<file path="src/rtl/accum_seq_ctrl.sv">
// Control-word sequencer for the MVU BRAM accumulator bank: queues accumulate
// instructions and emits one {valid, op, size} word per dot-product beat.
module accum_seq_ctrl #(
  parameter int NUM_ACCUM = 8,
  parameter int ACCIDW    = 4,
  parameter int STEPW     = 16,
  parameter int QDEPTH    = 4
) (
  input  logic              clk,
  input  logic              rst,
  input  logic              inst_valid,
  output logic              inst_ready,
  input  logic [ACCIDW-1:0] inst_size,
  input  logic [STEPW-1:0]  inst_steps,
  input  logic              beat_valid,
  output logic [ACCIDW+2:0] accum_ctrl,
  output logic              inst_done,
  output logic              beat_err,
  output logic              inst_err,
  output logic              busy
);

  localparam int PW = $clog2(QDEPTH);
  localparam logic [ACCIDW:0] MAXSZ = (ACCIDW+1)'(NUM_ACCUM);

  localparam logic [1:0] OP_SET    = 2'd0;
  localparam logic [1:0] OP_UPD    = 2'd1;
  localparam logic [1:0] OP_WB     = 2'd2;
  localparam logic [1:0] OP_SET_WB = 2'd3;

  typedef struct packed {
    logic [ACCIDW-1:0] size;
    logic [STEPW-1:0]  steps;
  } inst_t;

  typedef enum logic {IDLE, RUN} state_t;

  state_t            state, state_nx;
  inst_t             q_mem [QDEPTH];
  logic [PW-1:0]     wr_ptr, rd_ptr;
  logic [PW:0]       q_cnt;
  logic              q_empty, q_full, push, pop, load;
  inst_t             head, act;
  logic              head_ok;
  logic [ACCIDW-1:0] ent_cnt;
  logic [STEPW-1:0]  step_cnt;
  logic              beat_fire, ent_last, step_last, last;
  logic [1:0]        op;

  // ---------------- instruction queue ----------------
  assign q_empty    = (q_cnt == '0);
  assign q_full     = (q_cnt == (PW+1)'(QDEPTH));
  assign inst_ready = !q_full && !rst;
  assign push       = inst_valid && inst_ready;
  assign head       = q_mem[rd_ptr];
  assign head_ok    = (head.size != '0) && ({1'b0, head.size} <= MAXSZ) && (head.steps != '0);

  always_ff @(posedge clk) begin
    if (push) q_mem[wr_ptr] <= '{size: inst_size, steps: inst_steps};
  end

  always_ff @(posedge clk or posedge rst) begin
    if (rst) begin
      wr_ptr <= '0;
      rd_ptr <= '0;
      q_cnt  <= '0;
    end else begin
      if (push) wr_ptr <= wr_ptr + 1'b1;
      if (pop)  rd_ptr <= rd_ptr + 1'b1;
      case ({push, pop})
        2'b10:   q_cnt <= q_cnt + 1'b1;
        2'b01:   q_cnt <= q_cnt - 1'b1;
        default: q_cnt <= q_cnt;
      endcase
    end
  end

  // ---------------- beat tracking ----------------
  assign beat_fire = beat_valid && (state == RUN);
  assign ent_last  = (ent_cnt == act.size - ACCIDW'(1));
  assign step_last = (step_cnt == act.steps - STEPW'(1));
  assign last      = beat_fire && ent_last && step_last;

  always_comb begin
    op = OP_UPD;
    if (act.steps == STEPW'(1))  op = OP_SET_WB;
    else if (step_cnt == '0)     op = OP_SET;
    else if (step_last)          op = OP_WB;
  end

  // ---------------- FSM ----------------
  always_ff @(posedge clk or posedge rst) begin
    if (rst) state <= IDLE;
    else     state <= state_nx;
  end

  // A pop on the last beat gives zero-bubble hand-over; illegal heads are popped and dropped.
  always_comb begin
    state_nx = state;
    pop      = 1'b0;
    load     = 1'b0;
    case (state)
      IDLE: begin
        if (!q_empty) begin
          pop  = 1'b1;
          load = head_ok;
          if (head_ok) state_nx = RUN;
        end
      end
      RUN: begin
        if (last) begin
          if (!q_empty) begin
            pop      = 1'b1;
            load     = head_ok;
            state_nx = head_ok ? RUN : IDLE;
          end else begin
            state_nx = IDLE;
          end
        end
      end
      default: state_nx = IDLE;
    endcase
  end

  always_ff @(posedge clk or posedge rst) begin
    if (rst) begin
      act      <= '0;
      ent_cnt  <= '0;
      step_cnt <= '0;
    end else if (load) begin
      act      <= head;
      ent_cnt  <= '0;
      step_cnt <= '0;
    end else if (beat_fire) begin
      if (ent_last) begin
        ent_cnt  <= '0;
        step_cnt <= step_last ? '0 : step_cnt + 1'b1;
      end else begin
        ent_cnt  <= ent_cnt + 1'b1;
      end
    end
  end

  // ---------------- registered outputs ----------------
  always_ff @(posedge clk or posedge rst) begin
    if (rst) begin
      accum_ctrl <= '0;
      inst_done  <= 1'b0;
      beat_err   <= 1'b0;
      inst_err   <= 1'b0;
    end else begin
      accum_ctrl <= beat_fire ? {1'b1, op, act.size} : '0;
      inst_done  <= last;
      beat_err   <= beat_valid && (state == IDLE);
      inst_err   <= pop && !head_ok;
    end
  end

  assign busy = (state == RUN) || !q_empty;

endmodule

</file>
<file path="config.mk">
export PLATFORM = sky130hd
export DESIGN_NAME = accum_seq_ctrl
export DESIGN_NICKNAME = d
export VERILOG_FILES = /design/src/rtl/accum_seq_ctrl.sv
export SDC_FILE = /design/constraint.sdc
export NUM_CORES = 1
export LEC_CHECK = 0
export CAP_MARGIN = 20
export CORE_MARGIN = 4
export CORE_UTILIZATION = 39
export CTS_BUF_LIST = sky130_fd_sc_hd__clkbuf_8
export DETAILED_ROUTE_END_ITERATION = 10
export SETUP_SLACK_MARGIN = 0.1
export SLEW_MARGIN = 10
export SYNTH_ARGS = -nofsm -noshare
export SYNTH_HDL_FRONTEND = slang
export SYNTH_SLANG_ARGS = --single-unit
</file>
<file path="constraint.sdc">
create_clock -name clk -period 5 [get_ports clk]
set_input_delay 1.5 -clock clk [delete_from_list [all_inputs] [get_ports clk]]
set_output_delay 1.5 -clock clk [all_outputs]
set_load 0.01 [all_outputs]
</file>
==> results.sh <==
export IMPL_status="finished clean"
export IMPL_synth_compound_area_frac=0.0737
export IMPL_vias_per_cell=5.26
export IMPL_grt_usage=0.153
export IMPL_yosys_warnings=0
export IMPL_cpPeakStageDelay_ns=0.62
export IMPL_synthTopCellsByArea="edfxtp_1 37%, dfrtp_1 22%, mux4_2 6.9%"
export IMPL_cp_max_fo=6
export IMPL_period_needed_ns=4.40
export IMPL_dp_cells=745
export IMPL_htreeDepth=4
export IMPL_reg2reg_depth=15
export IMPL_avgSynthCellArea_um2=12.8
export IMPL_postCtsSetupRepairBufs=0
export IMPL_clock_skew_ns=0.0169
export IMPL_cp_num_cells=3
export IMPL_synthFlopType="edfxtp_1"
export IMPL_grt_pass1_vias=4161
export IMPL_grt_first_pass_wirelength_um=21900
export IMPL_fin_ws_ns=0.596
export IMPL_gp_congestion=0.774
export IMPL_rsz0062_at_grt="false"
export IMPL_root_buffer="clkbuf_8"
export IMPL_ys_seq_area_frac=0.589
export IMPL_synth_area_leader_cell="edfxtp_1"
export IMPL_critPathKind="in2out"
export IMPL_pre_cts_ws_ns=0.553
export IMPL_timing_slew_headroom=0.302
export IMPL_synth_edf_count=80
export IMPL_synth_top_family_by_area="simple AND/OR/NAND/NOR gates"
export IMPL_ir_drop_uv=315
export IMPL_holdWs_ns=0.508
export IMPL_hold_viol=0
export IMPL_drc=0
export IMPL_drv_slew=0
export IMPL_synthAdderAreaFrac=0.0241
export IMPL_drive_gt1_frac=0.129
export IMPL_die_h_um=137
export IMPL_synth_xor_xnor_area_share=0.0706
export IMPL_critPathTopFamily="buffers and inverters"
export IMPL_leakage_nw=2.79
export IMPL_syn_area_um2=6540
export IMPL_synth_cell_types=47
export IMPL_synth_simple_area_share=0.139
export IMPL_crit_top_cell="clkdlybuf4s50_1"
export IMPL_tns_ns=0
export IMPL_power_density_nw_per_um2=395
export IMPL_antenna_found_initial=0
export IMPL_syn_to_final_growth_pct=14.8
export IMPL_cp_end_kind="primary output"
export IMPL_overflow=0
export IMPL_route_vias_total=4084
export IMPL_num_io_pins=36
export IMPL_required_ns=3.50
export IMPL_clock_fmax_mhz=227
export IMPL_synth_mux_area_frac=0.0735
export IMPL_fin_crit_sh=0.881
export IMPL_synth_top_area_frac=0.367
export IMPL_worst_slew_pin_slew_ns=1.05
export IMPL_path_clk_slew_ns=0.07
export IMPL_rrSetupSlack_ns=1.23
export IMPL_final_cells=777
export IMPL_hold_buffers=0
export IMPL_place_hpwl_um=9200
export IMPL_grt_max_degree=37
export IMPL_cts_tree="done"
export IMPL_drtIter0Drc=226
export IMPL_start_kind="primary input"
export IMPL_async_flop_share=0.420
export IMPL_fin_nets=580
export IMPL_initial_utilization=0.396
export IMPL_holdPathStages=1
export IMPL_synthesis_nets=546
export IMPL_coreArea_um2=16500
export IMPL_row_count=47
export IMPL_dieArea_um2=18900
export IMPL_drt_wl_total_um=13200
export IMPL_first_pass_iters=4
export IMPL_ctsResizeCount=0
export IMPL_setup_violations=0
export IMPL_hold_class="reg2reg"
export IMPL_die_w_um=137
export IMPL_wl_per_cell_um=17.0
export IMPL_clkSinkCount=138
export IMPL_clockBufferDepth=2
export IMPL_clk_latency_ns=0.45
export IMPL_slowest_stage="clkdlybuf4s50_1"
export IMPL_diodes=0
export IMPL_cp_arrival_ns=2.90
export IMPL_ys_seq_elements=138
export IMPL_drtAntennaViolNets=0
export IMPL_cap_violations=0
export IMPL_portBuffers=35
export IMPL_cts_made_buffers=17
export IMPL_path_cells="clkdlybuf4s50_1, a31oi_1, clkdlybuf4s50_1"
export IMPL_syn_inst=510
export IMPL_path_buf_inv=2
[path summary, 6_finish.rpt]
kind | startpoint | end
worst max-delay path | rst | inst_ready
worst min-delay path | q_cnt[0] | q_cnt[0]
worst max register to register | act[1] | q_cnt[2]
worst min register to register | q_cnt[0] | q_cnt[0]
max in group asynchronous | rst | step_cnt[15]
min in group asynchronous | rst | rd_ptr[0]
[worst register-to-register path, cell delays in order (launching register included)]
cell and delay (ns):
dfrtp_1 0.48, inv_1 0.12, ha_1 0.19, nor3b_4 0.38
o311ai_1 0.17, or3_1 0.41, a211o_1 0.31, nor4_1 0.30
a21oi_1 0.22, inv_1 0.10, ha_1 0.17, inv_1 0.06
fa_1 0.38, xor2_1 0.17, nor2_1 0.11, xor2_1 0.16
[per-layer routing]
metal,up-vias,wire length (um),track usage
met3,16,553,0.0398
met5,-,0,0
met4,0,200,0.0621
met1,2027,5910,0.199
li1,1959,-,-
met2,82,6540,0.244
[synth_stat cells, types with 9 or more instances]
cell type / count
xor2_1: 22
xnor2_1: 28
ha_1: 11
nor2_1: 32
nor3_1: 9
edfxtp_1: 80
dfrtp_1: 58
nand2_1: 51
mux4_2: 20
clkbuf_1: 24
and3_1: 11
inv_1: 18
o211ai_1: 42
nand4_1: 10
nor4_1: 11
[cells in the final DEF (no fill, tap or decap), drive strengths merged, types with 10 or more instances in the layout]
master         Yosys  routed
edfxtp            80      80
dfrtp             58      58
nand2             51      51
o211ai            42      42
clkdlybuf4s50      0      35
nor2              32      32
xnor2             28      28
inv               18      23
xor2              22      22
mux4              20      20
clkbuf            25      17
nor4              13      13
and3              11      11
ha                11      11
buf                6      11
nand4             10      10
[state kept, by name (all words and copies together), names as in the netlist]
| name | count |
|---|---|
| accum_ctrl | 7 |
| act | 20 |
| beat_err | 1 |
| ent_cnt | 4 |
| inst_done | 1 |
| inst_err | 1 |
| q_cnt | 3 |
| q_mem | 80 |
| rd_ptr | 2 |
| state | 1 |
| step_cnt | 16 |
| wr_ptr | 2 |
[through the flow]
| step | utilization | area, um2 | power (W) |
|---|---|---|---|
| floorplan | - | 6540 | 0.00193 |
| global placement | 0.431 | 7120 | 0.00211 |
| detailed placement | 0.431 | 7120 | 0.00212 |
| CTS | 0.454 | 7510 | 0.00300 |
| global route | 0.454 | 7510 | 0.00314 |
| finish | 0.454 | 7510 | 0.00296 |
[report_power, final]
| part | total (W) | switching, W | internal, W |
|---|---|---|---|
| logic | 0.000688 | 0.000389 | 0.000299 |
| registers | 0.00140 | 0.0000666 | 0.00133 |
| clock network | 0.000878 | 0.000434 | 0.000443 |
[cells by family (layout without fill, tap and decap cells)]
kind of cell / after synthesis / in the layout
buffers and inverters: 49 / 96
xor gates and xnor gates: 51 / 51
muxes: 23 / 23
adders and majority gates: 12 / 12
DFF: 138 / 138
AOI/OAI and AO/OA: 67 / 67
and+or+nand+nor: 170 / 170
[cell type report]
class | instances | area (um2)
Multi-Input combinational cell | 323 | 2490
Sequential cell | 138 | 3850
Clock buffer | 17 | 234
Fill cell | 1461 | 9020
Inverter | 18 | 67.6
Timing Repair Buffer | 46 | 433
Tap cell | 220 | 275
Clock inverter | 15 | 151
Power figures use the tool's default switching activity.
==> RTL edit 1, RTL diff (same flow settings) <==
Put one more register stage on the output `inst_err`, cleared by the reset. The value now appears one clock later. The other outputs are not delayed to match.
--- a/src/rtl/accum_seq_ctrl.sv
+++ b/src/rtl/accum_seq_ctrl.sv
@@ -35,4 +35,6 @@
 
   typedef enum logic {IDLE, RUN} state_t;
+
+  logic inst_err_s0;
 
   state_t            state, state_nx;
@@ -148,10 +150,10 @@
       inst_done  <= 1'b0;
       beat_err   <= 1'b0;
-      inst_err   <= 1'b0;
+      inst_err_s0 <= 1'b0;
     end else begin
       accum_ctrl <= beat_fire ? {1'b1, op, act.size} : '0;
       inst_done  <= last;
       beat_err   <= beat_valid && (state == IDLE);
-      inst_err   <= pop && !head_ok;
+      inst_err_s0 <= pop && !head_ok;
     end
   end
@@ -159,4 +161,12 @@
   assign busy = (state == RUN) || !q_empty;
 
+  always_ff @(posedge clk or posedge rst) begin
+    if (rst) begin
+      inst_err <= '0;
+    end else begin
+      inst_err <= inst_err_s0;
+    end
+  end
+
 endmodule
 
Behaviour: not the same (Yosys sat finds a counterexample within 4 cycles, from zero or initial values and one cycle with rst high).
==> RTL edit 1 against the unedited design <==
  * Hold slack got worse by 150 ps
  * Largest cell class unchanged
  * Largest power group unchanged
  * Clock skew decreased by 7.4 ps
  * Wire length increased by 0.55%
  * Power decreased by 0.72%
  * Cell area about the same
  * Sequential cell count increased by 1
  * Worst setup slack improved by 3.8 ps
  * Cell count increased by 0.13%
  * Area after synthesis increased by 0.38%
==> RTL edit 1: results (changes against the unedited design) <==
| Metric | Value |
|---|---|
| Post-synth top cells | 80 x edfxtp_1, 59 x dfrtp_1, 51 x nand2_1 |
| Antenna diode count | 0 (unchanged) |
| Post-Place Setup Slack | 535 ps (-17.5 ps) |
| Tot GR Track Use | 15.4% (+0.17 points) |
| Share of cells above drive strength 1 | 13.3% (+0.34 points) |
| Post-synth EDFFs | 80 (unchanged) |
| CP Launch Point | rst |
| Yosys cell types | 47 (unchanged) |
| NetSw | 941 uW (+5.7%) |
| Yosys warnings | 0 (unchanged) |
| Initial antenna violation count | 0 (unchanged) |
| Asr flop ratio synth | 42.4% (+0.42 points) |
| Overflow after GRT | 0 (unchanged) |
| Main synth FF type | edfxtp_1 |
| Proportion of synthesized chip area in sequential cells | 59.1% (+0.16 points) |
| Largest net degree at the start of global routing | 39 (+5.4%) |
| H-Tree Level Count | 4 (unchanged) |
| Root buf cell | clkbuf_8 |
| Peak supply drop | 0.225 mV (-28%) |
| Post-CTS setup buffer count | 0 (unchanged) |
| Placer's final routability congestion estimate | 0.772 (-0.28%) |
| HP Start | inst_err_s0 |
| Post-CTS Resized | 0 (unchanged) |
| Slew @ Worst Pin | 1050 ps (+5.40 ps) |
| Clk Latency, worst-skew pair | 450 ps (about the same) |
| Multiplexer share of the synthesized area | 7.32% (-0.028 points) |
| Vias in the first global route | 4231 (+1.7%) |
| Status | complete, no violations |
| Wire length per cell | 17.1 um (+0.42%) |
| Adder-cell share of the synthesized area | 2.40% (-0.0092 points) |
| CTS Buf Count | 17 (unchanged) |
| HP Class | flop to flop |
| DP Wirelength | 9.22 mm (+0.12%) |
| Ranking of synthesized cells by area | edfxtp_1 37%, dfrtp_1 22%, mux4_2 6.9% |
| Synth Area in Compound Gates | 7.34% (-0.028 points) |
| Leakage | 0.00279 uW (-0.13%) |
| Clock-pin slew on the worst setup and hold paths | 80 ps |
| Iteration-0 DRC Markers | 294 (+30%) |
| Crit-path max FO | 6 (unchanged) |
| Max Root-Sink Buffers | 2 (unchanged) |
| Syn_nets | 547 (+0.18%) |
| FF-to-FF Start | act[1] |
| Nets | 581 (+0.17%) |
| Vias | 4114 (+0.73%) |
| First-pass GRT wire length | 22.3 mm (+1.8%) |
| Xor/xnor share of the synthesized area | 7.04% (-0.027 points) |
| Input/output buffers | 35 (unchanged) |
| First-pass detailed-route iteration total | 4 (unchanged) |
| Biggest regs | q_mem x80, act x20, step_cnt x16 |
| Crit path arrival time | 2900 ps (about the same) |
| Worst Skew | 9.45 ps (-7.43 ps) |
RTL edit 1: cell types whose count changed in the layout (fill, tap and decap cells not counted), moves of 2 or more:
cell	unedited run	this run
clkinv_4	4	2
bufinv_16	2	0
inv_6	3	5
inv_8	0	4
inv_1	19	17
RTL edit 1: path summary, 6_finish.rpt:
kind	cells after the start	slack, ps	to
min in group asynchronous	2	1570	q_cnt[0]
worst max-delay path	3	600	inst_ready
worst max register to register	15	1310	q_cnt[2]
max in group asynchronous	3	2620	step_cnt[10]
worst min register to register	0	350	inst_err
worst min-delay path	0	350	inst_err
RTL edit 1: kinds of logic (layout without fill, tap and decap cells):
group                      count (synthesis)  after routing
adders and majority gates                 12             12
xor gates and xnor gates                  51             51
DFF                                      139            139
and+or+nand+nor                          170            170
AOI/OAI and AO/OA                         67             67
muxes                                     23             23
buffers and inverters                     49             96
RTL edit 1: worst max-delay path, stage by stage:
cell and delay (ps):
clkdlybuf4s50_1 440, a31oi_1 340, clkdlybuf4s50_1 620
RTL edit 1: power groups by stage:
stage	Combinational (uW)	Sequential, uW	Clock [uW]
finish	698	1410	839
detailed placement	711	1430	0
floorplan	523	1410	0
CTS	713	1410	865
global route	783	1420	923
global placement	693	1420	0
RTL edit 1: routing by layer:
metal  track usage [%]  vias up  wire length (um)
met4              5.38        0               260
met2              25.4       75              6600
li1                  -     1953                 -
met1              19.9     2065              5980
met5                 0        -                 0
met3              3.98       21               436
RTL edit 1: final cells by class:
| class | instances | area (um2) |
|---|---|---|
| multi-input combinational | 323 | 2490 |
| sequential | 139 | 3880 |
| inverter | 18 | 67.6 |
| timing repair buffer | 46 | 433 |
| fill | 1462 | 9010 |
| clock buffer | 17 | 234 |
| tap | 220 | 275 |
| clock inverter | 15 | 131 |
RTL edit 1: stage by stage:
step | instances | power (uW) | instance area, um2
4_1_cts | 778 | 2980 | 7510
3_5_place_dp | 746 | 2140 | 7150
2_1_floorplan | 511 | 1940 | 6560
5_1_grt | 778 | 3130 | 7510
3_3_place_gp | 746 | 2120 | 7150
6_report | 778 | 2940 | 7510
==> RTL edit 2, RTL diff (config.mk and constraints unchanged) <==
Made on the original files. Set the parameter `STEPW` to 15 (it was 16).
--- a/src/rtl/accum_seq_ctrl.sv
+++ b/src/rtl/accum_seq_ctrl.sv
@@ -4,5 +4,5 @@
   parameter int NUM_ACCUM = 8,
   parameter int ACCIDW    = 4,
-  parameter int STEPW     = 16,
+  parameter int STEPW     = 15,
   parameter int QDEPTH    = 4
 ) (
Interface: changed (resized inst_steps); port bits go from 36 to 35. No check against the original RTL was run, so the function may have changed too.
==> RTL edit 2 against the unedited design <==
  * Critical path depth unchanged
  * Global-route usage is 0.33 points lower
  * Worst setup slack improved by 5.6 ps
  * Cell area grew 2.7%
  * Critical endpoint unchanged
  * Sequential cell count is 6 lower
  * Wire length grew 6.8%
  * Power shrank 12%
  * Area after synthesis is 4.6% higher
==> RTL edit 2: results (changes against the unedited design) <==
| Metric | Value |
|---|---|
| WL met2 | 6.93 mm (+5.9%) |
| Nets | 624 (+7.6%) |
| Post-synth EDFFs | 76 (-5.0%) |
| Worst Skew | 12.2 ps (-4.67 ps) |
| Post-synth top cells | 76 x edfxtp_1, 61 x nand2_1, 56 x dfrtp_1 |
| Yosys cell types | 58 (+23%) |
| Avg Vias per Cell | 5.40 (+2.7%) |
| Ranking of synthesized cells by area | edfxtp_1 33%, dfrtp_1 21%, mux4_2 6.3% |
| Iteration-0 DRC Markers | 172 (-24%) |
| Hold Violations, Final | 0 (unchanged) |
| Vias in the first global route | 4494 (+8.0%) |
| Asr flop ratio synth | 42.4% (+0.40 points) |
| Share of cells above drive strength 1 | 16.3% (+3.4 points) |
| Worst path slowest cell | clkdlybuf4s50_1 |
| Largest net degree at the start of global routing | 51 (+38%) |
| Proportion of synthesized chip area in sequential cells | 53.9% (-5.1 points) |
| Syn_nets | 605 (+11%) |
| Synth Instances | 570 (+12%) |
| Input/output buffers | 34 (-2.9%) |
| FF-to-FF Start | act[4] |
| Reg2reg setup slack | 1040 ps (-190 ps) |
| Min Hold Slack | 512 ps (+4.03 ps) |
| Leakage | 0.00265 uW (-4.8%) |
| Placer's final routability congestion estimate | 0.782 (+1.0%) |
| Tot GR Track Use | 14.9% (-0.33 points) |
| Clock-pin slew on the worst setup and hold paths | 90 ps (+20 ps) |
| Status | complete, no violations |
| Slew @ Worst Pin | 1030 ps (-12.8 ps) |
| Fillers | 1556 (+6.5%) |
| Cells after DPL | 795 (+6.7%) |
| DP Wirelength | 9.49 mm (+3.1%) |
| Peak supply drop | 0.276 mV (-12%) |
| First-pass GRT wire length | 23.4 mm (+6.5%) |
| Wire length per cell | 17.0 um (+0.34%) |
## RTL edit 2: path summary, 6_finish.rpt
kind	endpoint	cells past startpoint
worst min register to register	q_cnt[2]	1
worst min-delay path	q_cnt[2]	1
min in group asynchronous	wr_ptr[0]	2
worst max register to register	q_cnt[2]	13
worst max-delay path	inst_ready	3
max in group asynchronous	step_cnt[6]	3
## RTL edit 2: power by group
group / total (uW) / leakage (uW) / internal [uW] / switching (uW)
logic: 369 / 0.00113 / 140 / 229
registers: 1340 / 0.00132 / 1270 / 68.0
clock network: 906 / 0.000200 / 417 / 488
## RTL edit 2: critical path, delay by kind of cell
| family | cells | cell delay [ps] |
|---|---|---|
| AOI/OAI and AO/OA | 1 | 340 |
| buffers and inverters | 2 | 1060 |
## RTL edit 2: area by class of cell
cell class | instances | area share, %
multi-input combinational | 379 | 37.4
tap | 225 | 3.65
clock buffer | 17 | 3.03
timing repair buffer | 42 | 5.19
sequential | 132 | 47.8
clock inverter | 15 | 2.16
inverter | 17 | 0.828
## RTL edit 2: logic make-up after synthesis
family | after synthesis | share of synthesized area (%)
buf+inv | 59 | 4.05
simple gates | 232 | 18.6
flops | 132 | 53.9
fa+ha+maj | 12 | 2.31
compound gates | 71 | 9.10
xor+xnor | 43 | 5.51
mux | 21 | 6.55
## RTL edit 2: metrics by stage
| stage | cell area (um2) | setup WS (ps) | util (%) |
|---|---|---|---|
| after floorplan | 6840 | 1390 | - |
| after global placement | 7310 | 650 | 42.4 |
| after detailed placement | 7310 | 629 | 42.4 |
| after CTS | 7710 | 625 | 44.7 |
| after global routing | 7710 | 564 | 44.7 |
| final | 7710 | 602 | 44.7 |
## RTL edit 2: routing by layer
metal | up-vias | global-route usage (%)
met5 | - | 0
met4 | 0 | 6.37
met3 | 19 | 2.87
met2 | 77 | 24.5
met1 | 2214 | 19.4
li1 | 2156 | -
